--- config.mk ---
export PLATFORM = sky130hd
export DESIGN_NAME = sram_like_arbiter
export DESIGN_NICKNAME = d
export VERILOG_FILES = /design/src/rtl/sram_arb_pkg.sv /design/src/rtl/sram_arb_order_fifo.sv /design/src/rtl/sram_like_arbiter.sv
export SDC_FILE = /design/constraint.sdc
export NUM_CORES = 1
export LEC_CHECK = 0
export CAP_MARGIN = 0
export CORE_AREA = 2 2 123 125
export DETAILED_ROUTE_END_ITERATION = 6
export DIE_AREA = 0 0 125 127
export PLACE_DENSITY_LB_ADDON = 0.25
export SYNTH_ARGS = -nofsm -noshare
export SYNTH_HDL_FRONTEND = slang
export SYNTH_SLANG_ARGS = --single-unit
--- constraint.sdc ---
create_clock -name clk -period 2.45 [get_ports clk]
set_clock_uncertainty 0.15 [all_clocks]
set_input_delay 0.3675 -clock clk [delete_from_list [all_inputs] [get_ports clk]]
set_output_delay 0.3675 -clock clk [all_outputs]
set_load 0.01 [all_outputs]
--- src/rtl/sram_arb_pkg.sv ---
// Shared definitions for the SRAM-like arbiter: size encodings and width helpers.
package sram_arb_pkg;

    typedef enum logic [1:0] {
        SZ_BYTE = 2'd0,
        SZ_HALF = 2'd1,
        SZ_WORD = 2'd2
    } size_e;

    // A single master still needs a one-bit channel id so the FIFO has a slot.
    function automatic int chid_w(input int nch);
        return (nch > 1) ? $clog2(nch) : 1;
    endfunction

    function automatic int cnt_w(input int depth);
        return $clog2(depth + 1);
    endfunction

endpackage

--- src/rtl/sram_arb_order_fifo.sv ---
// In-order FIFO of channel ids for accepted-but-unanswered requests.
module sram_arb_order_fifo
    import sram_arb_pkg::*;
#(
    parameter int DEPTH = 4,
    parameter int ID_W  = 1,
    localparam int CNT_W = cnt_w(DEPTH)
) (
    input  logic             clk,
    input  logic             reset,
    input  logic             push,
    input  logic [ID_W-1:0]  push_id,
    input  logic             pop,
    output logic [ID_W-1:0]  head_id,
    output logic [CNT_W-1:0] count,
    output logic             full,
    output logic             empty
);

    localparam int PTR_W = (DEPTH > 1) ? $clog2(DEPTH) : 1;

    logic [ID_W-1:0]  mem [DEPTH];
    logic [PTR_W-1:0] wr_ptr;
    logic [PTR_W-1:0] rd_ptr;
    logic             do_push;
    logic             do_pop;

    // DEPTH need not be a power of two, so wrap on an explicit compare.
    function automatic logic [PTR_W-1:0] bump(input logic [PTR_W-1:0] p);
        return (p == PTR_W'(DEPTH - 1)) ? '0 : p + 1'b1;
    endfunction

    assign full    = (count == CNT_W'(DEPTH));
    assign empty   = (count == '0);
    assign do_push = push && !full;
    assign do_pop  = pop && !empty;
    assign head_id = mem[rd_ptr];

    always_ff @(posedge clk) begin
        if (do_push) begin
            mem[wr_ptr] <= push_id;
        end
    end

    always_ff @(posedge clk) begin
        if (reset) begin
            wr_ptr <= '0;
            rd_ptr <= '0;
            count  <= '0;
        end else begin
            if (do_push) begin
                wr_ptr <= bump(wr_ptr);
            end
            if (do_pop) begin
                rd_ptr <= bump(rd_ptr);
            end
            case ({do_push, do_pop})
                2'b10:   count <= count + 1'b1;
                2'b01:   count <= count - 1'b1;
                default: count <= count;
            endcase
        end
    end

endmodule

--- src/rtl/sram_like_arbiter.sv ---
// N-master to 1-slave SRAM-like arbiter with in-order response routing.
// Define SRAM_ARB_RR_EN for round-robin arbitration; otherwise lowest index wins.
module sram_like_arbiter
    import sram_arb_pkg::*;
#(
    parameter int NCH    = 2,
    parameter int ADDR_W = 32,
    parameter int DATA_W = 32,
    parameter int DEPTH  = 4
) (
    input  logic                       clk,
    input  logic                       reset,
    input  logic [NCH-1:0]             m_req,
    input  logic [NCH-1:0]             m_wr,
    input  logic [2*NCH-1:0]           m_size,
    input  logic [NCH*DATA_W/8-1:0]    m_wstrb,
    input  logic [NCH*ADDR_W-1:0]      m_addr,
    input  logic [NCH*DATA_W-1:0]      m_wdata,
    output logic [NCH-1:0]             m_addr_ok,
    output logic [NCH-1:0]             m_data_ok,
    output logic [NCH*DATA_W-1:0]      m_rdata,
    output logic                       s_req,
    output logic                       s_wr,
    output logic [1:0]                 s_size,
    output logic [DATA_W/8-1:0]        s_wstrb,
    output logic [ADDR_W-1:0]          s_addr,
    output logic [DATA_W-1:0]          s_wdata,
    input  logic                       s_addr_ok,
    input  logic                       s_data_ok,
    input  logic [DATA_W-1:0]          s_rdata
);

    localparam int ID_W   = chid_w(NCH);
    localparam int CNT_W  = cnt_w(DEPTH);
    localparam int STRB_W = DATA_W / 8;

    logic [ID_W-1:0]  winner;
    logic [ID_W-1:0]  grant;
    logic [ID_W-1:0]  lock_id;
    logic [ID_W-1:0]  head_id;
    logic             lock;
    logic             accept;
    logic             pop;
    logic             full;
    logic             empty;
    logic [CNT_W-1:0] count;

`ifdef SRAM_ARB_RR_EN
    logic [ID_W-1:0] rr_last;
    logic            found;

    // Indices above rr_last first, then wrap to the lowest requester.
    always_comb begin
        winner = '0;
        found  = 1'b0;
        for (int i = 0; i < NCH; i++) begin
            if (!found && m_req[i] && (ID_W'(i) > rr_last)) begin
                winner = ID_W'(i);
                found  = 1'b1;
            end
        end
        for (int i = 0; i < NCH; i++) begin
            if (!found && m_req[i]) begin
                winner = ID_W'(i);
                found  = 1'b1;
            end
        end
    end

    always_ff @(posedge clk) begin
        if (reset) begin
            rr_last <= ID_W'(NCH - 1);
        end else if (accept) begin
            rr_last <= grant;
        end
    end
`else
    always_comb begin
        winner = '0;
        for (int i = NCH - 1; i >= 0; i--) begin
            if (m_req[i]) begin
                winner = ID_W'(i);
            end
        end
    end
`endif

    assign grant  = lock ? lock_id : winner;
    assign s_req  = (|m_req) && !full && !reset;
    assign accept = s_req && s_addr_ok;
    assign pop    = s_data_ok && !empty && !reset;

    always_comb begin
        s_wr      = 1'b0;
        s_size    = '0;
        s_wstrb   = '0;
        s_addr    = '0;
        s_wdata   = '0;
        m_addr_ok = '0;
        m_data_ok = '0;
        for (int i = 0; i < NCH; i++) begin
            if (grant == ID_W'(i)) begin
                s_wr    = m_wr[i];
                s_size  = m_size[2*i +: 2];
                s_wstrb = m_wstrb[STRB_W*i +: STRB_W];
                s_addr  = m_addr[ADDR_W*i +: ADDR_W];
                s_wdata = m_wdata[DATA_W*i +: DATA_W];
            end
            m_addr_ok[i] = accept && (grant == ID_W'(i));
            m_data_ok[i] = pop && (head_id == ID_W'(i));
        end
    end

    assign m_rdata = {NCH{s_rdata}};

    // A stalled request pins the grant so its fields stay stable until accepted.
    always_ff @(posedge clk) begin
        if (reset) begin
            lock    <= 1'b0;
            lock_id <= '0;
        end else if (s_req && !s_addr_ok) begin
            lock    <= 1'b1;
            lock_id <= grant;
        end else if (accept) begin
            lock    <= 1'b0;
        end
    end

    sram_arb_order_fifo #(
        .DEPTH (DEPTH),
        .ID_W  (ID_W)
    ) u_order_fifo (
        .clk     (clk),
        .reset   (reset),
        .push    (accept),
        .push_id (grant),
        .pop     (pop),
        .head_id (head_id),
        .count   (count),
        .full    (full),
        .empty   (empty)
    );

    always_ff @(posedge clk) begin
        if (!reset) begin
            assert (!(s_data_ok && empty))
                else $warning("sram_like_arbiter: s_data_ok with no outstanding request ignored");
        end
    end

endmodule

After elaboration in Yosys (flattened, before gate mapping)

Memory sizes are Yosys's and may differ from the RTL's. A register that Yosys moved wholly into a read port is not among the register bits.
Cells that the tools add are included.

Bits in writable memories: 4
Word-level logic and storage cells: 54
Memories kept: 1
Flip-flop bits (word level): 9
Output and inout bits: 140
Bits in read-only memories: 0
Input port bits: 180
Bits in latches: 0

Multiply operators: 0
Muxes and demuxes: 17
Shift-type cells: 0
Add/subtract/negate cells: 4
$lt $le $gt $ge: 0
Bitwise gates (word level): 2
Reduce and logical (&&, ||, !) cells: 20
Divide/modulo/power cells: 0
Equality and inequality tests: 5

Memory list:

| memory           | words | bits a word | read ports | clocked after memory_dff | write ports | RTL line                  | RTL |
|---|---|---|---|---|---|---|---|
| u_order_fifo.mem | 4     | 1           | 1          | 1                        | 1           | sram_arb_order_fifo.sv:22 | `logic [ID_W-1:0] mem [DEPTH];` |

Operators by type and width:

| kind                                                               | number |
|---|---|
| 32-bit 2-to-1 mux                                                  | 2 |
| 1-bit logical AND                                                  | 12 |
| 2-bit 2-to-1 mux                                                   | 5 |
| 1-bit 2-to-1 mux                                                   | 8 |
| 2-bit == test, second input constant                               | 3 |
| 3-bit one-hot mux with 2 select lines                              | 1 |
| 2-bit by 1-bit adder with 2-bit output, second input constant      | 2 |
| 1-bit logical NOT                                                  | 4 |
| 4-bit 2-to-1 mux                                                   | 1 |
| 2-bit nonzero test                                                 | 2 |
| 3-bit by 1-bit adder with 3-bit output, second input constant      | 1 |
| 3-bit == test, second input constant                               | 1 |
| 3-bit logical NOT                                                  | 1 |
| 3-bit by 1-bit subtractor with 3-bit output, second input constant | 1 |
| 2-bit by 1-bit == test with 1-bit output, second input constant    | 1 |
| 1-bit NOT                                                          | 2 |
| 2-bit OR reduction                                                 | 1 |

Logic depth before layout (Yosys ltp)

Word-level depth: 8
Depth in mapped cells: 9
Mapped depth without buffers: 9

Modules after synthesis

A second synthesis with hierarchy kept.

Cells, all modules: 218
Area, all modules: 2,444.8 µm²

Modules (own cells, without submodules):

| module              | times used | cells each | sequential area each (µm²) | area an instance (µm²) |
|---|---|---|---|---|
| sram_like_arbiter   | 1          | 161        | 40.0                       | 1,793.0 |
| sram_arb_order_fifo | 1          | 57         | 300.3                      | 651.9 |

Least setup slack after synthesis

OpenSTA, ideal clock, no wires.

Path kind: flip-flop to flip-flop
From: reg u_order_fifo.count[2]
To: reg u_order_fifo.count[2]
Data arrival time: 1.969 ns
Path buffers: 0
Setup time: 0.071 ns
Required time: 2.229 ns
Clock period less this slack: 2.190 ns
Setup slack: 0.260 ns
Cell stages (with the launch flop): 10
Cell sequence: dfxtp_1 nor3b_2 nor3_1 inv_1 ha_1 inv_1 fa_1 xor2_1 or3_1 a21oi_1

Cells in the longest elaborated chain, start to end: 8
Elaborated cells between the ends (all ways): 17
Classes of those cells: 2 x add/sub; 3 x eq/ne; 1 x mux; 11 x reduce/logical

RTL lines:

| element                                                                            | RTL line                                           | RTL |
|---|---|---|
| start, declared                                                                    | sram_arb_order_fifo.sv:15                          | `output logic [CNT_W-1:0] count,` |
| start signal, assigned                                                             | sram_arb_order_fifo.sv:58                          | `2'b10: count <= count + 1'b1;` |
| start signal, assigned                                                             | sram_arb_order_fifo.sv:59                          | `2'b01: count <= count - 1'b1;` |
| start signal, assigned                                                             | sram_arb_order_fifo.sv:60                          | `default: count <= count;` |
| 3-bit == test                                                                      | sram_arb_order_fifo.sv:33                          | `assign full = (count == CNT_W'(DEPTH));` |
| 1-bit logical NOT                                                                  | sram_arb_order_fifo.sv:35, sram_like_arbiter.sv:89 |  |
| 1-bit logical AND (2 in a row)                                                     | sram_like_arbiter.sv:89                            | `assign s_req = (\|m_req) && !full && !reset;` |
| 1-bit logical AND                                                                  | sram_like_arbiter.sv:90                            | `assign accept = s_req && s_addr_ok;` |
| 1-bit logical AND                                                                  | sram_arb_order_fifo.sv:35                          | `assign do_push = push && !full;` |
| 2-bit by 1-bit == test with 1-bit output / 2-bit == test (equally long branches)   | sram_arb_order_fifo.sv:57                          | `case ({do_push, do_pop})` |
| 3-bit one-hot mux with 2 select lines / 2-bit nonzero test (equally long branches) | --                                                 |  |

Parallel ways exist; a longest one is shown, timed or not.
A chain may end at the register's enable or synchronous reset.

Worst setup path after layout

From: in m_req[0]
To: out s_wdata[30]

Cells in the longest elaborated chain, start to end: 3

RTL lines:

| element           | RTL line                 | RTL |
|---|---|---|
| start, declared   | sram_like_arbiter.sv:13  | `input logic [NCH-1:0] m_req,` |
| 1-bit 2-to-1 mux  | sram_like_arbiter.sv:81  | `if (m_req[i]) begin` |
| 1-bit 2-to-1 mux  | sram_like_arbiter.sv:88  | `assign grant = lock ? lock_id : winner;` |
| 32-bit 2-to-1 mux | sram_like_arbiter.sv:102 | `if (grant == ID_W'(i)) begin` |
| end, declared     | sram_like_arbiter.sv:27  | `output logic [DATA_W-1:0] s_wdata,` |

Every way passes these cells.

==> run metrics <==
LEAKAGE=~2 nW; grt total ovfl=0; CP startpoint kind=input port; mux cell area share after synthesis=0.444; pin count of the biggest net entering global routing=11; WL/cell=roughly 17 um; Synth area leader=mux2_4; layout cells sized above 1=0.406; synthesized area=0.00245 mm^2; final setup margin=39.0 ps; status=complete, no violations; Final Instance Count excl. Fillers=600; Critical-path top delay cell=mux2_4; final period utilization=0.984; synth cell count leaders=mux2_4, buf_4, dfxtp_1; net count after synthesis=between 400 and 500; compound-gate portion of the synthesized area=0.0459; Synth top area share=0.417; CP arrival=1890 ps; XOR/XNOR Fraction of Synth Area=0.00715; post-synthesis adder-cell area fraction=0.0388; Util after Layout=0.326; drt via density=3.87; Routability Congestion=roughly 0.79; minimum clock period=2410 ps; Cells on Worst Hold Path=2; total negative setup slack=0 ps; Ant. Diodes=0; worst-case vdd ir drop=0.202 mV; CP most frequent cell=dlygate4sd2_1; ys async rst share=0; Hold Vio Cnt, Final=0; CP Buf/Inv Count=4; Layout area overhead=91.8%; die width=125 um; pre-CTS setup slack=-425 ps; sequential share of the synthesized area=0.139; hold path start=u_order_fifo.rd_ptr[0]$_SDFFE_PP0P_; final instance area=0.00470 mm^2; Post-Syn Instances=~220; Placed Area=0.00445 mm^2; Crit path max-delay family=buffers and inverters; R2R Setup Slk=160 ps; clock sinks=15; Filler cells=1505; reg2reg end=u_order_fifo.count[2]$_SDFFE_PP0P_; initial drt markers=38; number of cells after detailed placement=571; Post-synth EDFFs=4; Starting Density=0.170; Hold Crit Class=register to register; crit end category=output port; CP max stage delay=300 ps; PortBufs=223; Reg clk slew, reported paths=50 ps; Reg-to-Reg Start=u_order_fifo.count[2]$_SDFFE_PP0P_; unrepaired setup endpoints after global routing=true; fin nets=604; Final Setup Violations=0; main combinational cell family by area after synthesis=multiplexers; Distinct cells, synth=30; Max Freq=415 MHz; syn_area_per_cell=11.2 um^2; top post-synthesis cells by area=mux2_4, buf_4, dfxtp_1; top-level I/O count=320; clock buffer depth=2; Residual DRC=0; R2R depth=9; TritonCTS clock tree=done; number of global-route vias before repair=~2400; top-count cell post-synth=mux2_4; initial antenna violation count=0; Clock Root Buffer=clkbuf_16; max-cap violations=0; die area=0.0159 mm^2; CP Cell Sequence=dlygate4sd2_1 -> nor3b_4 -> a21oi_4 -> clkinv_4 -> bufbuf_16 -> mux2_4 -> dlygate4sd2_1; CP Max Fanout=7; via total after detailed routing=2324; Worst Max-Slew Pin Slew=295 ps; CORE AREA=0.0144 mm^2; CTS Buf Count=3; Worst Path Required=1930 ps; Synth Area in Simple Gates=0.0582; critical path class=input port to output port; Clock Latency Late Sink=250 ps; Max Slew Vio Count=0; first-pass GRT wire length=14500 um; FP Rows=44; pwr/cell area=approximately 330 mW/mm^2; H-tree depth=1; drt pass-1 iters=3; relative slew slack=0.802; remaining antenna violation count=0; dpl hpwl=about 7800 um; FF+latch count, synth=15; Synth Warn #=0; Routed WL=around 10000 um; ys flop type=dfxtp_1; DIE HEIGHT=~130 um; gr usage total=0.118
[how the worst max path moves through the flow]
stage                                        from                            endpoint  slack, ps  cells past startpoint
3_5_place_dp                             m_req[0]  u_order_fifo.count[2]$_SDFFE_PP0P_       -430                     11
5_1_grt                                  m_req[0]                         s_wdata[27]        -30                      7
2_1_floorplan  u_order_fifo.count[2]$_SDFFE_PP0P_  u_order_fifo.count[2]$_SDFFE_PP0P_        260                      9
4_1_cts                                  m_req[0]                         s_wdata[13]        -10                      7
6_report                                 m_req[0]                         s_wdata[30]         40                      7
3_3_place_gp                             m_req[1]                          s_wdata[2]       -410                      7
[what timing repair did]
item / 4_1_cts / 5_1_grt
cloned: 4 / 0
setup endpoints to repair: 76 / 38
hold buffers: 0 / 0
pin swaps: 2 / 1
gates resized for setup: 207 / 22
setup buffers: 17 / 4
[worst min-delay path, delay by kind of cell (launching register included)]
| family | cells | cell delay, ps |
|---|---|---|
| AOI/OAI and AO/OA | 1 | 60 |
| DFF | 1 | 320 |
| and+or+nand+nor | 1 | 60 |
[routing by layer]
layer	vias up	wire (um)	global-route usage
met4	0	112	0.0248
li1	1089	-	-
met2	171	4820	0.196
met3	10	966	0.0448
met5	-	0	0
met1	1054	4160	0.145
[stage by stage]
stage / hold WS (ps) / total power [mW]
after floorplan: 313 / 0.790
after global placement: 327 / 1.18
after detailed placement: 339 / 1.18
after CTS: 350 / 1.52
after global routing: 400 / 1.61
final: 353 / 1.53
[power by group]
group	internal [mW]	total [mW]	switching (mW)
clock network	0.220	0.334	0.113
registers	0.271	0.287	0.0158
logic	0.612	0.908	0.296
[final cells by class]
cell class              instances  area (um^2)  area share
multi-input cells             124         1480       0.316
clock buffers                   3         75.1      0.0160
inverters                       7         31.3     0.00665
clock inverters                 1         7.51     0.00160
repair buffers                266         2530       0.538
well taps                     184          230      0.0490
flip-flops and latches         15          342      0.0727
[kinds of logic (layout without fill, tap and decap cells)]
| kind of cell | after synthesis | count (layout) |
|---|---|---|
| xor gates and xnor gates | 2 | 2 |
| muxes | 73 | 73 |
| adders and majority gates | 7 | 7 |
| and+or+nand+nor | 25 | 25 |
| buffers and inverters | 79 | 277 |
| AOI/OAI and AO/OA | 17 | 17 |
| DFF | 15 | 15 |
[cell usage in the layout (no fill, tap or decap), types with 4 or more instances in the layout]
cell and n:
buf_4 29, ha_1 5, clkdlybuf4s50_1 146, edfxtp_1 4, clkdlybuf4s15_1 13, nor2_1 8, a21oi_1 7, inv_1 6
buf_6 5, buf_2 35, mux2_4 68, dlygate4sd2_1 24, and2_1 5, buf_16 4, dfxtp_1 10
No activity file was read; power rests on OpenSTA's default activity.
